[src/rtl/mem_burst_ctrl.sv]
// mem_burst_ctrl
//
// Burst sequencer in front of an interleaved memory with a combinational
// read port. It accepts one read or write burst request at a time and streams
// its words at consecutive addresses, one per cycle. Because the addresses are
// consecutive, accesses alternate between the even and odd memory modules.
// Read data passes through a single output register that honours backpressure.
//
// Parameters
//   M  memory word width
//   K  memory address width
//   L  burst length field width (a burst carries req_len+1 words, 1..2^L)
//
// Ports
//   clock, reset_n          system clock, asynchronous active-low reset
//   req_valid/req_ready     burst request handshake (ready only when idle)
//   req_write               1 = write burst, 0 = read burst
//   req_addr, req_len       start word address, word count minus one
//   wr_data/wr_valid/wr_ready   write stream in (consumed when valid & ready)
//   rd_data/rd_valid/rd_ready   registered read stream out
//   done                    one-cycle pulse at burst completion
//   A, WD, WE               memory address, write data, write enable
//   RA                      memory read data, combinational from A
module mem_burst_ctrl #(
    parameter int M = 8,
    parameter int K = 11,
    parameter int L = 4
) (
    input  logic         clock,
    input  logic         reset_n,
    input  logic         req_valid,
    output logic         req_ready,
    input  logic         req_write,
    input  logic [K-1:0] req_addr,
    input  logic [L-1:0] req_len,
    input  logic [M-1:0] wr_data,
    input  logic         wr_valid,
    output logic         wr_ready,
    output logic [M-1:0] rd_data,
    output logic         rd_valid,
    input  logic         rd_ready,
    output logic         done,
    output logic [K-1:0] A,
    output logic [M-1:0] WD,
    output logic         WE,
    input  logic [M-1:0] RA
);

    typedef enum logic [1:0] {
        IDLE,
        WRITE,
        READ,
        DONE
    } state_t;

    // cnt is one bit wider than req_len so a full 2^L-word burst fits.
    localparam logic [L:0] CNT_ONE = (L+1)'(1);

    state_t       state, state_nxt;
    logic [K-1:0] addr, addr_nxt;
    logic [L:0]   cnt, cnt_nxt;
    logic [M-1:0] rd_data_nxt;
    logic         rd_valid_nxt;
    logic         load;

    // The output register may be refilled whenever it is empty or is being
    // drained in this same cycle, which keeps reads at one word per cycle.
    assign load = (cnt != '0) && (!rd_valid || rd_ready);

    assign A  = addr;
    assign WD = wr_data;

    always_comb begin
        // NOTE: every signal written here gets a default first, so no path
        // through the case statement can leave one unassigned and infer a latch.
        state_nxt    = state;
        addr_nxt     = addr;
        cnt_nxt      = cnt;
        rd_data_nxt  = rd_data;
        rd_valid_nxt = rd_valid;
        req_ready    = 1'b0;
        wr_ready     = 1'b0;
        WE           = 1'b0;
        done         = 1'b0;

        case (state)
            IDLE: begin
                req_ready = 1'b1;
                if (req_valid) begin
                    addr_nxt  = req_addr;
                    cnt_nxt   = {1'b0, req_len} + CNT_ONE;
                    state_nxt = req_write ? WRITE : READ;
                end
            end

            WRITE: begin
                wr_ready = 1'b1;
                WE       = wr_valid;
                if (wr_valid) begin
                    addr_nxt = addr + 1'b1;
                    cnt_nxt  = cnt - CNT_ONE;
                    if (cnt == CNT_ONE) begin
                        state_nxt = DONE;
                    end
                end
            end

            READ: begin
                if (load) begin
                    rd_data_nxt  = RA;
                    rd_valid_nxt = 1'b1;
                    addr_nxt     = addr + 1'b1;
                    cnt_nxt      = cnt - CNT_ONE;
                end else if (rd_valid && rd_ready) begin
                    rd_valid_nxt = 1'b0;
                end
                // The last word has been handed over once nothing is left to
                // fetch and the consumer takes the held word.
                if ((cnt == '0) && rd_valid && rd_ready) begin
                    state_nxt = DONE;
                end
            end

            DONE: begin
                done      = 1'b1;
                state_nxt = IDLE;
            end

            default: begin
                state_nxt = IDLE;
            end
        endcase
    end

    always_ff @(posedge clock or negedge reset_n) begin
        if (!reset_n) begin
            state    <= IDLE;
            addr     <= '0;
            cnt      <= '0;
            rd_data  <= '0;
            rd_valid <= 1'b0;
        end else begin
            // NOTE: non-blocking assignments so every register samples the
            // values computed from the same pre-edge state.
            state    <= state_nxt;
            addr     <= addr_nxt;
            cnt      <= cnt_nxt;
            rd_data  <= rd_data_nxt;
            rd_valid <= rd_valid_nxt;
        end
    end

endmodule

[config.mk]
export PLATFORM = sky130hd
export DESIGN_NAME = mem_burst_ctrl
export DESIGN_NICKNAME = d
export VERILOG_FILES = /design/src/rtl/mem_burst_ctrl.sv
export SDC_FILE = /design/constraint.sdc
export NUM_CORES = 1
export LEC_CHECK = 0
export CELL_PAD_IN_SITES_DETAIL_PLACEMENT = 1
export CELL_PAD_IN_SITES_GLOBAL_PLACEMENT = 1
export CORE_MARGIN = 5
export CORE_UTILIZATION = 35
export DETAILED_ROUTE_END_ITERATION = 16
export PLACE_DENSITY_LB_ADDON = 0.15
export SLEW_MARGIN = 20
export SYNTH_ARGS = -nofsm -noshare
export SYNTH_HDL_FRONTEND = slang
export SYNTH_SLANG_ARGS = --single-unit
[constraint.sdc]
create_clock -name clock -period 4.3 [get_ports clock]
set_input_delay 1.29 -clock clock [delete_from_list [all_inputs] [get_ports clock]]
set_output_delay 1.29 -clock clock [all_outputs]
set_load 0.05 [all_outputs]
==> flow_summary_export.csv <==
group,metric,value,unit
outcome,status,"finished clean",
clocking,ctsHtreeMaxLevel,1,
finish,ff_latch_area,676,sq um
pwr,ir_drop,0.327,mV
clocking,cts_tree,"built",
run,drv_cap,0,
yosys,async_flop_share,100,%
sta,slew_violations,0,
setup_path,endpoint_kind,"output port",
route,viasPerCell,5.63,
grt,grt-ovfl-total,0,
finish,fillers,567,
sta,fin_worst_skew,5.66,ps
sta,hold_viol,0,
sta,final.min_clock_period,3380,ps
placement,io_buffers,52,
route,drt_first_pass_iters,4,
finish,nNetsFinal,271,
yosys,synth_top_area_share,38.3,%
grt,grt_pass1_vias,1798,
sta,tns,0,ps
grt,grt_max_degree,29,
placement,place_congestion,0.822,
sta,rsz0062_at_grt,"no",
clocking,cts.sinks,27,
clocking,ctsLongestPathBuffers,2,
grt,grt_pass1_wl,8590,microns
route,finalWirelength,5180,microns
finish,drive_gt1_share,11.2,%
floorplan,die_h,81.0,microns
clocking,ctsHoldBuffers,0,
floorplan,start_util,36.6,%
finish,fin_util,48.3,%
sta,setup_viol,0,
yosys,synth.distinct_cells,52,
clocking,cts_root_buffer,"clkbuf_8",
yosys,synth_edf_count,0,
yosys,syn_area_per_cell,9.70,sq um
clocking,postCtsSetupBuffers,0,
setup_path,r2r_slack,1830,ps
finish,instances_no_fill,291,
yosys,synth_seq_area_share,38.3,%
route,num_vias,1637,
floorplan,dieArea,6560,sq um
clocking,clkLatencyLatePin,270,ps
clocking,path_clk_slew,90,ps
grt,track_usage,16.7,%
route,drc,0,
sta,tightest_slew,874,ps
pwr,power_density,970,nW/um^2
route,drt-initial-drc-count,63,
sta,fin_crit_sh,78.6,%
finish,fin_area,2330,sq um
placement,placed_cell_area,2280,sq um
yosys,synthFlopType,"dfrtp_1",
floorplan,ios,69,
finish,synthToLayoutAreaGrowth,31.8,%
yosys,yosysMostFrequentCell,"dfrtp_1",
yosys,yosys_register_bits,27,
sta,fmax,296,MHz
yosys,synth_top_cell_by_area,"dfrtp_1",
floorplan,core-area,4820,sq um
floorplan,die_w,81.0,microns
sta,whs,513,ps
setup_path,required,3010,ps
yosys,ys_warn_count,0,
floorplan,placementRows,25,
sta,relSlewSlack,41.7,%
setup_path,cp_max_fo,2,
setup_path,crit_path_start_kind,"input port",
finish,multi_input_area,952,sq um
yosys,synth_common_cells,"dfrtp_1 (27), nand3_1 (13), o21ai_0 (13)",
clocking,numCtsBuffers,3,
yosys,synth_area_leaders,"dfrtp_1 (38%), ha_1 (6.4%), mux2_2 (5.7%)",
yosys,syn_inst,182,
clocking,cts.repair.resized,0,
setup_path,critical_path_class,"in2out",
setup_path,cp.arrival,2090,ps
finish,n_antenna_cell,0,
placement,dp_cells,287,
placement,dp_hpwl,3850,microns
route,wl_per_cell,17.8,microns
worst_hold_path,hold_class,"reg2reg",
pwr,power.leakage,0.950,nW
grt,antenna_found_initial,0,
yosys,syn_area,1770,sq um
route,ant_nets,0,
yosys,syn_nets,228,
-- final timing paths --
check,cells after the start,end,start
min reg2reg,1,rd_data[0]$_DFFE_PN0P_,rd_data[0]$_DFFE_PN0P_
max,3,WE,wr_valid
min in group asynchronous,2,rd_data[2]$_DFFE_PN0P_,reset_n
max in group asynchronous,2,A[6]$_DFFE_PN0P_,reset_n
max reg2reg,6,A[6]$_DFFE_PN0P_,state[0]$_DFFE_PN0P_
min,1,rd_data[0]$_DFFE_PN0P_,rd_data[0]$_DFFE_PN0P_
-- cell type report --
| class | count | share of cell area [%] |
|---|---|---|
| Tap cell | 67 | 3.60 |
| Multi-Input combinational cell | 129 | 40.9 |
| Clock buffer | 4 | 1.94 |
| Sequential cell | 27 | 29.0 |
| Inverter | 10 | 1.61 |
| Timing Repair Buffer | 54 | 22.9 |
-- metal layers --
metal  GRT usage (%)  wire, microns  vias up
met4            6.42            115        0
met1            19.5           2200      805
li1                -              -      766
met3            3.44            259       14
met2            29.7           2600       52
met5               0              0        -
-- critical path, cell delays in order --
cell	delay (ps)
clkdlybuf4s50_1	480
and2_1	130
buf_4	190
-- logic make-up after synthesis --
logic type      share of synthesized area (%)
simple gates                             16.9
compound gates                           21.0
flops                                    38.3
buf+inv                                  7.80
mux                                      8.58
fa+ha+maj                                6.38
xor+xnor                                0.992
-- power by group --
| part | switching, mW | total [mW] | leakage, nW | internal [mW] |
|---|---|---|---|---|
| sequential | 0.142 | 0.534 | 0.313 | 0.393 |
| combinational | 0.988 | 1.57 | 0.614 | 0.587 |
| clock | 0.0826 | 0.149 | 0.0228 | 0.0665 |
| total | 1.21 | 2.26 | 0.950 | 1.05 |
-- registers in the layout, summed over array words and instances (netlist names) --
| name | flops |
|---|---|
| A | 11 |
| rd_data | 8 |
| state | 2 |
| cnt | 5 |
| rd_valid | 1 |
-- cells in the final DEF, fill, tap and decap left out, types with 3 or more instances in the layout --
| master | n |
|---|---|
| dfrtp_1 | 27 |
| nand4_1 | 8 |
| mux2_2 | 9 |
| o21ai_0 | 13 |
| ha_1 | 9 |
| nand2_1 | 12 |
| clkdlybuf4s50_1 | 51 |
| clkbuf_8 | 3 |
| mux2i_1 | 5 |
| inv_1 | 10 |
| nand3_1 | 13 |
| buf_4 | 3 |
| a31oi_1 | 6 |
| a21o_1 | 3 |
| a21oi_1 | 7 |
| nor3_1 | 4 |
-- through the flow --
stage / power, mW / worst slack [ps]
CTS: 2.29 / 911
finish: 2.26 / 922
global placement: 2.06 / 944
floorplan: 1.67 / 1310
detailed placement: 2.13 / 918
global route: 2.44 / 893
No activity file was read; power rests on OpenSTA's default activity.
